## src/rtl/tap_acc_pkg.sv

```systemverilog
// Shared types, default sizes and the saturating adder for the tap accumulator.
package tap_acc_pkg;

  localparam int unsigned DEF_NTAPS = 8;
  localparam int unsigned DEF_PW    = 1;
  localparam int unsigned DEF_ACC_W = 4;
  localparam int unsigned CNT_W     = $clog2(DEF_NTAPS);

  typedef enum logic {
    IDLE,
    ACCUM
  } state_e;

  typedef struct packed {
    logic [DEF_ACC_W-1:0] sum;
    logic                 sat;
  } fifo_entry_t;

  // Unsigned add clamped to w bits (w < 32); returns {clamped, value}.
  function automatic logic [32:0] sat_add(input logic [31:0] a, input logic [31:0] b,
                                          input int unsigned w);
    logic [32:0] full_sum;
    logic [31:0] max_val;
    max_val  = (32'd1 << w) - 32'd1;
    full_sum = {1'b0, a} + {1'b0, b};
    if (full_sum > {1'b0, max_val}) begin
      return {1'b1, max_val};
    end
    return {1'b0, full_sum[31:0]};
  endfunction

endpackage

```

## src/rtl/tap_accumulator_if.sv

```systemverilog
// Product input and frame-sum output handshakes of the tap accumulator.
interface tap_accumulator_if
  import tap_acc_pkg::*;
#(
  parameter int unsigned PW    = DEF_PW,
  parameter int unsigned ACC_W = DEF_ACC_W
) ();

  logic             in_valid;
  logic             in_ready;
  logic [PW-1:0]    in_prod;
  logic             in_first;
  logic             out_valid;
  logic             out_ready;
  logic [ACC_W-1:0] out_sum;
  logic             out_sat;
  logic             err_seq;

  modport master (
    output in_valid, in_prod, in_first, out_ready,
    input  in_ready, out_valid, out_sum, out_sat, err_seq
  );

  modport slave (
    input  in_valid, in_prod, in_first, out_ready,
    output in_ready, out_valid, out_sum, out_sat, err_seq
  );

endinterface

```

## src/rtl/sync_fifo2.sv

```systemverilog
// Two-entry synchronous FIFO; the head entry is always presented on o_data.
module sync_fifo2 #(
  parameter int unsigned Width = 8
) (
  input  logic             clk,
  input  logic             rst,
  input  logic             i_push,
  input  logic [Width-1:0] i_data,
  input  logic             i_pop,
  output logic [Width-1:0] o_data,
  output logic             o_full,
  output logic             o_empty
);

  logic [Width-1:0] r_mem [2];
  logic             r_wr_ptr;
  logic             r_rd_ptr;
  logic [1:0]       r_count;
  logic             w_do_push;
  logic             w_do_pop;

  assign w_do_pop  = i_pop && (r_count != 2'd0);
  assign w_do_push = i_push && ((r_count != 2'd2) || w_do_pop);

  always_ff @(posedge clk) begin
    if (rst) begin
      r_mem[0] <= '0;
      r_mem[1] <= '0;
      r_wr_ptr <= 1'b0;
      r_rd_ptr <= 1'b0;
      r_count  <= 2'd0;
    end else begin
      if (w_do_push) begin
        r_mem[r_wr_ptr] <= i_data;
        r_wr_ptr        <= ~r_wr_ptr;
      end
      if (w_do_pop) begin
        r_rd_ptr <= ~r_rd_ptr;
      end
      case ({w_do_push, w_do_pop})
        2'b10:   r_count <= r_count + 2'd1;
        2'b01:   r_count <= r_count - 2'd1;
        default: r_count <= r_count;
      endcase
    end
  end

  assign o_data  = r_mem[r_rd_ptr];
  assign o_full  = (r_count == 2'd2);
  assign o_empty = (r_count == 2'd0);

endmodule

```

## src/rtl/tap_accumulator.sv

```systemverilog
// Frame-aligned saturating accumulator of FIR tap products with a 2-deep result FIFO.
module tap_accumulator
  import tap_acc_pkg::*;
#(
  parameter int unsigned NTAPS = DEF_NTAPS,
  parameter int unsigned PW    = DEF_PW,
  parameter int unsigned ACC_W = DEF_ACC_W
) (
  input logic              clk,
  input logic              rst,
  tap_accumulator_if.slave bus
);

  localparam int unsigned CntW = $clog2(NTAPS);
  localparam int unsigned EntW = ACC_W + 1;

  state_e           r_state;
  logic [CntW-1:0]  r_tap_cnt;
  logic [ACC_W-1:0] r_acc;
  logic             r_sat;
  logic             r_err;

  logic             w_fire;
  logic             w_last;
  logic             w_push;
  logic             w_full;
  logic             w_empty;
  logic             w_ovf;
  logic [ACC_W-1:0] w_base;
  logic [ACC_W-1:0] w_sum;
  logic [32:0]      w_add;
  logic [EntW-1:0]  w_head;
  logic             w_unused_add;

  // A beat flagged in_first always starts from zero, even when it aborts a partial frame.
  always_comb begin
    w_fire = bus.in_valid && !w_full;
    w_base = ((r_state == ACCUM) && !bus.in_first) ? r_acc : '0;
    w_add  = sat_add(32'(w_base), 32'(bus.in_prod), ACC_W);
    w_sum  = w_add[ACC_W-1:0];
    w_ovf  = w_add[32];
    w_last = (r_state == ACCUM) && !bus.in_first && (r_tap_cnt == CntW'(NTAPS - 1));
    w_push = w_fire && w_last;
  end

  assign w_unused_add = ^w_add[31:ACC_W];

  always_ff @(posedge clk) begin
    if (rst) begin
      r_state   <= IDLE;
      r_tap_cnt <= '0;
      r_acc     <= '0;
      r_sat     <= 1'b0;
      r_err     <= 1'b0;
    end else begin
      r_err <= 1'b0;
      if (w_fire) begin
        case (r_state)
          IDLE: begin
            if (bus.in_first) begin
              r_acc     <= w_sum;
              r_sat     <= w_ovf;
              r_tap_cnt <= CntW'(1);
              r_state   <= ACCUM;
            end else begin
              r_err <= 1'b1;
            end
          end
          ACCUM: begin
            if (bus.in_first) begin
              r_err     <= 1'b1;
              r_acc     <= w_sum;
              r_sat     <= w_ovf;
              r_tap_cnt <= CntW'(1);
            end else if (w_last) begin
              r_tap_cnt <= '0;
              r_state   <= IDLE;
            end else begin
              r_acc     <= w_sum;
              r_sat     <= r_sat | w_ovf;
              r_tap_cnt <= r_tap_cnt + 1'b1;
            end
          end
          default: r_state <= IDLE;
        endcase
      end
    end
  end

  sync_fifo2 #(
    .Width(EntW)
  ) u_fifo (
    .clk    (clk),
    .rst    (rst),
    .i_push (w_push),
    .i_data ({w_sum, r_sat | w_ovf}),
    .i_pop  (bus.out_ready),
    .o_data (w_head),
    .o_full (w_full),
    .o_empty(w_empty)
  );

  assign bus.in_ready  = !w_full;
  assign bus.out_valid = !w_empty;
  assign bus.out_sum   = w_head[EntW-1:1];
  assign bus.out_sat   = w_head[0];
  assign bus.err_seq   = r_err;

endmodule

```

## src/flat_wrapper.sv

```systemverilog
// flat-port wrapper written by rule: the top's interface ports become plain ports
module tap_accumulator_flat import tap_acc_pkg::*;
#(
  parameter int unsigned NTAPS = DEF_NTAPS,
  parameter int unsigned PW    = DEF_PW,
  parameter int unsigned ACC_W = DEF_ACC_W
)
  (clk, rst, bus_in_valid, bus_in_prod, bus_in_first, bus_out_ready, bus_in_ready, bus_out_valid, bus_out_sum, bus_out_sat, bus_err_seq);
  tap_accumulator_if #(.PW(PW), .ACC_W(ACC_W)) bus_i ();
  input logic clk;
  input logic rst;
  input wire logic [$bits(bus_i.in_valid)-1:0] bus_in_valid;
  input wire logic [$bits(bus_i.in_prod)-1:0] bus_in_prod;
  input wire logic [$bits(bus_i.in_first)-1:0] bus_in_first;
  input wire logic [$bits(bus_i.out_ready)-1:0] bus_out_ready;
  output wire logic [$bits(bus_i.in_ready)-1:0] bus_in_ready;
  output wire logic [$bits(bus_i.out_valid)-1:0] bus_out_valid;
  output wire logic [$bits(bus_i.out_sum)-1:0] bus_out_sum;
  output wire logic [$bits(bus_i.out_sat)-1:0] bus_out_sat;
  output wire logic [$bits(bus_i.err_seq)-1:0] bus_err_seq;
  assign bus_i.in_valid = bus_in_valid;
  assign bus_i.in_prod = bus_in_prod;
  assign bus_i.in_first = bus_in_first;
  assign bus_i.out_ready = bus_out_ready;
  assign bus_in_ready = bus_i.in_ready;
  assign bus_out_valid = bus_i.out_valid;
  assign bus_out_sum = bus_i.out_sum;
  assign bus_out_sat = bus_i.out_sat;
  assign bus_err_seq = bus_i.err_seq;
  tap_accumulator #(.NTAPS(NTAPS), .PW(PW), .ACC_W(ACC_W)) u_core (.clk(clk), .rst(rst), .bus(bus_i));
endmodule
```

## config.mk

```make
export PLATFORM = sky130hd
export DESIGN_NAME = tap_accumulator_flat
export DESIGN_NICKNAME = d
export VERILOG_FILES = /design/src/rtl/tap_acc_pkg.sv /design/src/rtl/tap_accumulator_if.sv /design/src/rtl/sync_fifo2.sv /design/src/rtl/tap_accumulator.sv /design/src/flat_wrapper.sv
export SDC_FILE = /design/constraint.sdc
export NUM_CORES = 1
export LEC_CHECK = 0
export BUFFER_PORTS_ARGS = -buffer_cell sky130_fd_sc_hd__buf_2
export CORE_UTILIZATION = 56
export DETAILED_ROUTE_END_ITERATION = 10
export PLACE_DENSITY = 0.76
export SKIP_LAST_GASP = 1
export SYNTH_ARGS = -nofsm -noshare
export SYNTH_HDL_FRONTEND = slang
export SYNTH_SLANG_ARGS = --single-unit
```

## constraint.sdc

```tcl
create_clock -name clk -period 2.7 [get_ports clk]
set_input_delay 0.135 -clock clk [delete_from_list [all_inputs] [get_ports clk]]
set_output_delay 0.135 -clock clk [all_outputs]
set_load 0.01 [all_outputs]
```

Word-level counts from Yosys, hierarchy flattened
Memories as Yosys holds them, arrays and structs flattened. A register that Yosys moved wholly into a read port is not among the register bits.
Index checks and enable logic that the tools add are counted.
{ "op_classes": {"add_sub_neg": 4, "mul": 0, "div_mod_pow": 0, "magnitude_cmp": 1, "n_eq_ne": 7, "shifts": 0, "n_mux": 33, "bitwise_logic": 5, "n_reduce_logical": 17} }
{ "ops": {"columns": ["operator", "n"], "rows": [
  ["$mux W33", 2],
  ["$gt A33 B4 Y1 const B", 1],
  ["$mux W1", 17],
  ["$mux W4", 4],
  ["$mux W3", 3],
  ["$pmux W4 S2", 1],
  ["$logic_and A1 B1 Y1", 6],
  ["$pmux W1 S2", 3],
  ["$pmux W3 S2", 1],
  ["$add A4 B1 Y5", 1],
  ["$mux W5", 1],
  ["$reduce_or A5 Y1", 1],
  ["$eq A2 B2 Y1 const B", 2],
  ["$ne A2 B2 Y1 const B", 2],
  ["$not A1 Y1", 4],
  ["$pmux W2 S2", 1],
  ["$reduce_bool A2 Y1", 2],
  ["$add A3 B1 Y3 const B", 1],
  ["$eq A3 B3 Y1 const B", 1],
  ["$logic_not A1 Y1", 3],
  ["$ne A3 B3 Y1 const B", 1],
  ["$reduce_and A3 Y1", 1],
  ["$add A2 B1 Y2 const B", 1],
  ["$eq A2 B1 Y1 const B", 1],
  ["other kinds (6)", 6]
]} }
{ "word_totals": {"reg_bits": 14, "latchBits": 0, "ramBits": 10, "rom_bits": 0, "inputBits": 6, "output_inout_bits": 8, "elab_cells": 76, "mem_count": 1} }
{ "memory_table": {"columns": ["name", "words", "width", "rd", "rd_ports_with_merged_regs", "write_ports", "line_no", "text"], "rows": [
  ["u_core.u_fifo.r_mem", 2, 5, 1, 1, 2, "sync_fifo2.sv:15", "logic [Width-1:0] r_mem [2];"]
]} }

Logic depth before layout (Yosys ltp)
{ "depth": {"word_depth": 11, "depth_mapped": 9, "mapped_depth_nobuf": 8} }

By module
From an unflattened synthesis, not the netlist that was laid out.
{ "unflattened": {"cells_unflattened": 132, "hier_area_um2": 1337.5} }
{ "by_module_without_submodules": {"columns": ["mod", "instances", "cells_each", "area_each_um2", "seq_area_each_um2"], "rows": [
  ["sync_fifo2", 1, 58, 725.7, 400.4],
  ["tap_accumulator", 1, 74, 611.8, 200.2]
]} }

Worst setup path before layout
Ideal clock, no wire load.
{ "synth_timing": {"path_kind": "reg2reg", "start": "reg u_core.r_state", "end": "reg u_core.u_fifo.r_count[1]", "setup_ns": 0.071, "arrival_time_ns": 1.887, "required_ns": 2.629, "slack_ns": 0.742, "path_stages_with_launch": 8, "n_path_buf": 1, "period_less_slack_ns": 1.958, "path_cell_list": "dfxtp_1 > ha_1 > buf_4 > nand2_1 > or3_1 > ha_1 > or3_1 > a21oi_1"} }
{ "synth_between": {"elab_chain_cells": 6, "word_cells_on_any_way": 8, "classes_between": "eq/ne: 2; mux: 1; reduce/logical: 5"} }
{ "synth_lines": {"columns": ["element", "line_no", "text"], "rows": [
  ["start, declared", "tap_accumulator.sv:17", "state_e r_state;"],
  ["start signal, assigned", "tap_accumulator.sv:50", "r_state <= IDLE;"],
  ["start signal, assigned", "tap_accumulator.sv:64", "r_state <= ACCUM;"],
  ["start signal, assigned", "tap_accumulator.sv:77", "r_state <= IDLE;"],
  ["$logic_and A1 B1 Y1 * (2 in series)", "tap_accumulator.sv:42", "w_last = (r_state == ACCUM) && !bus.in_first && (r_tap_cnt == CntW'(NTAPS - 1));"],
  ["$logic_and A1 B1 Y1 *", "tap_accumulator.sv:43", "w_push = w_fire && w_last;"],
  ["$logic_and A1 B1 Y1 *", "sync_fifo2.sv:23", "assign w_do_push = i_push && ((r_count != 2'd2) || w_do_pop);"],
  ["$eq A2 B1 Y1 / $eq A2 B2 Y1 (equally long branches)", "sync_fifo2.sv:40", "case ({w_do_push, w_do_pop})"],
  ["$pmux W2 S2 / $reduce_bool A2 Y1 (equally long branches)", null, null],
  ["end signal, assigned", "sync_fifo2.sv:41", "2'b10: r_count <= r_count + 2'd1;"],
  ["end signal, assigned", "sync_fifo2.sv:42", "2'b01: r_count <= r_count - 2'd1;"],
  ["end signal, assigned", "sync_fifo2.sv:43", "default: r_count <= r_count;"],
  ["end, declared", "sync_fifo2.sv:18", "logic [1:0] r_count;"]
]} }
Mark *: on every way between the ends. The rest lies on a longest branch, timed or not.
A chain may end at the register's enable or synchronous reset.

Worst setup path after layout
Same ends and word-level chain as after synthesis.

==> qor.yml <==
holdPathStages: 2
grt-ovfl-total: 0
worstMarginPinSlew_ns: 0.621
hold_path_end: "u_core.r_state"
path_cells: "ha_1, nand2_1, or3_1, ha_1, or3_1, a21oi_1"
power.density_mw_per_mm2: 451
hold_buffers: 0
swShare: 0.230
holdWs_ns: 0.158
syn_area_mm2: 0.00129
p_int_mw: 0.480
wl_per_cell_um: 14.0
grt_pass1_vias: 935
comb_power_share: 0.082
grt_usage: 0.206
fin_cells: 164
cp-start-kind: "flip-flop"
portBuffers: 13
path_class: "flip-flop to flip-flop"
finalSetupTns_ns: 0
r2r_cells: 6
clockRootBuffer: "clkbuf_4"
drv_slew: 0
syn_avg_cell_area_um2: 10.3
ys_ff_latch: 25
cts_setup_buffers: 0
rows: 16
final-setup-viol-count: 0
routed_via_density: 6.05
synth-edff-count: 10
p_sw_mw: 0.143
grt_max_degree: 15
ys_dominant_reg_cell: "dfxtp_1"
clock_latency_ns: 0.31
power.total_mw: 0.623
drc: 0
end_kind: "flip-flop"
crit_required_ns: 2.96
routed_wl_um: 2300
path_delay_family: "simple AND/OR/NAND/NOR gates"
drt_iter0_markers: 19
regToRegStartpoint: "u_core.r_state"
drt_pass1_iterations: 4
max_freq_mhz: 444
rsz0062_at_grt: "no"
skew_ns: 0.00110
cp_max_fo: 11
arrival_ns: 2.51
timing.rr.end: "u_core.u_fifo.r_count[1]"
dp_hpwl_um: 1700
final_antenna_net_count: 0
clockBufferDepth: 2
synthArstFlopShare: 0
syn_nets: 138
power_leakage_nw: 0.550
reg2reg_slack_ns: 0.45
status: "finished clean"
dpl.cell_count: 160
cts.clk_slew.worst_paths_ns: 0.13
vias: 993
synth_cell_types: 41
vdd_drop_max_mv: 0.308
yosys_warnings: 0
cap_violations: 0
cts_htree_levels: 1
worst_slew_margin_rel: 0.582
hold_violations: 0
syn_inst: 125
fill_cells: 170
finalCritPeriodShare: 0.833
area_delta_synth_final_pct: 7.39
yosysSeqAreaShare: 0.466
drive_above_1_share: 0.190
critPathBufInv: 0
cts.sinks: 25
fin_nets: 151
power_frac_clock: 0.264
hp-class: "primary input to flip-flop"
gp_congestion: 0.855
period_needed_ns: 2.25
cp_slowest_cell: "dfxtp_1"
slowest_delay_ns: 0.42
die_y_um: 50.0
coreArea_mm2: 0.00206
min_from: "rst"
initial_core_util: 0.624
io_pins: 14
die_w_um: 50.0
cts_resized: 0
seq_power_share: 0.653
cts_tree: "built"
grt_pass1_wl_um: 3820
antenna_cells: 0
cts_inserted_buffers: 3
die_area_mm2: 0.00250
antenna_found_initial: 0
[worst reg2reg max path, cell delays in order (launching register included)]
cell	delay (ns)
dfxtp_1	0.42
ha_1	0.37
nand2_1	0.21
or3_1	0.38
ha_1	0.34
or3_1	0.35
a21oi_1	0.13
[cell usage after synthesis, drive strengths merged (2+ instances only)]
cell,count,share of area
nor2,13,0.038
edfxtp,10,0.23
clkbuf,2,0.0058
nand2b,2,0.0097
nand4,3,0.015
buf,3,0.017
o32ai,3,0.020
nor2b,5,0.026
nand2,5,0.015
o211ai,2,0.012
o31ai,2,0.012
and2,2,0.0097
o21ai,3,0.012
nand3,3,0.012
mux2,5,0.044
a21oi,4,0.016
or3,2,0.0097
dfxtp,15,0.23
inv,8,0.023
a41oi,2,0.014
xnor2,2,0.014
o211a,3,0.023
o2111ai,4,0.027
ha,7,0.068
[layer usage]
layer  track usage  part of all wire  up-vias
met3        0.0370             0.046        4
met2         0.376              0.48       29
met4         0.100             0.017        0
li1              -                 -      493
met1         0.226              0.46      467
met5             0                 0        -
[how the worst max path moves through the flow]
stage                              start                        end  slack (ns)  cells past startpoint
after floorplan           u_core.r_state   u_core.u_fifo.r_count[1]        0.74                      7
after global placement      bus_in_first  u_core.u_fifo.r_mem[0][4]        0.58                      9
after detailed placement  u_core.r_state  u_core.u_fifo.r_mem[1][2]        0.49                      4
after CTS                 u_core.r_state   u_core.u_fifo.r_count[1]        0.47                      6
after global routing      u_core.r_state  u_core.u_fifo.r_mem[1][3]        0.32                      4
final                     u_core.r_state   u_core.u_fifo.r_count[1]        0.45                      6
[cell usage in the layout, fill, tap and decap left out, types with 2 or more instances in the layout]
cell | synthesis | layout
a21oi_1 | 4 | 4
a41oi_1 | 2 | 2
and2_1 | 2 | 2
buf_2 | 0 | 13
clkbuf_4 | 0 | 3
dfxtp_1 | 15 | 15
edfxtp_1 | 10 | 10
ha_1 | 7 | 7
inv_1 | 7 | 7
mux2_2 | 5 | 5
nand2_1 | 5 | 5
nand2b_1 | 2 | 2
nand3_1 | 3 | 3
nand4_1 | 3 | 3
nor2_1 | 13 | 13
nor2b_1 | 4 | 4
o2111ai_1 | 4 | 4
o211a_1 | 3 | 3
o211ai_1 | 2 | 2
o21ai_0 | 3 | 3
o31ai_1 | 2 | 2
o32ai_1 | 3 | 3
or3_1 | 2 | 2
xnor2_1 | 2 | 2
[cells by family (layout without fill, tap and decap cells)]
| kind of cell | Yosys count | in the layout | synth area share |
|---|---|---|---|
| xor+xnor | 3 | 3 | 0.0204 |
| fa+ha+maj | 7 | 7 | 0.0680 |
| simple gates | 41 | 41 | 0.170 |
| mux | 6 | 6 | 0.0515 |
| flops | 25 | 25 | 0.466 |
| buf+inv | 14 | 26 | 0.0496 |
| compound gates | 29 | 29 | 0.174 |
[final cells by class]
| type | instances | area (um^2) | area share |
|---|---|---|---|
| multi-input cells | 86 | 623 | 0.451 |
| flip-flops and latches | 25 | 601 | 0.434 |
| repair buffers | 13 | 65.1 | 0.0471 |
| inverters | 9 | 33.8 | 0.0244 |
| well taps | 27 | 33.8 | 0.0244 |
| clock buffers | 4 | 26.3 | 0.0190 |
[power by group through the flow]
stage / clock [mW] / sequential, mW / combinational, mW
final: 0.165 / 0.407 / 0.0512
after global routing: 0.179 / 0.408 / 0.0572
after detailed placement: 0 / 0.416 / 0.0508
after global placement: 0 / 0.415 / 0.0494
after CTS: 0.167 / 0.407 / 0.0510
after floorplan: 0 / 0.415 / 0.0356
[through the flow]
stage / instance area (um^2) / worst slack [ns] / util
after floorplan: 1290 / 0.742 / -
after global placement: 1360 / 0.578 / 0.658
after detailed placement: 1360 / 0.490 / 0.658
after CTS: 1380 / 0.467 / 0.671
after global routing: 1380 / 0.319 / 0.671
final: 1380 / 0.450 / 0.671
[state kept, by name, indices dropped and copies added, names as in the netlist, named ones only]
register                count
u_core.u_fifo.r_mem        10
u_core.r_acc                4
u_core.r_tap_cnt            3
u_core.u_fifo.r_count       2
u_core.bus.err_seq          1
u_core.r_sat                1
u_core.r_state              1
u_core.u_fifo.r_rd_ptr      1
u_core.u_fifo.r_wr_ptr      1
(Power assumes the default switching activity.)
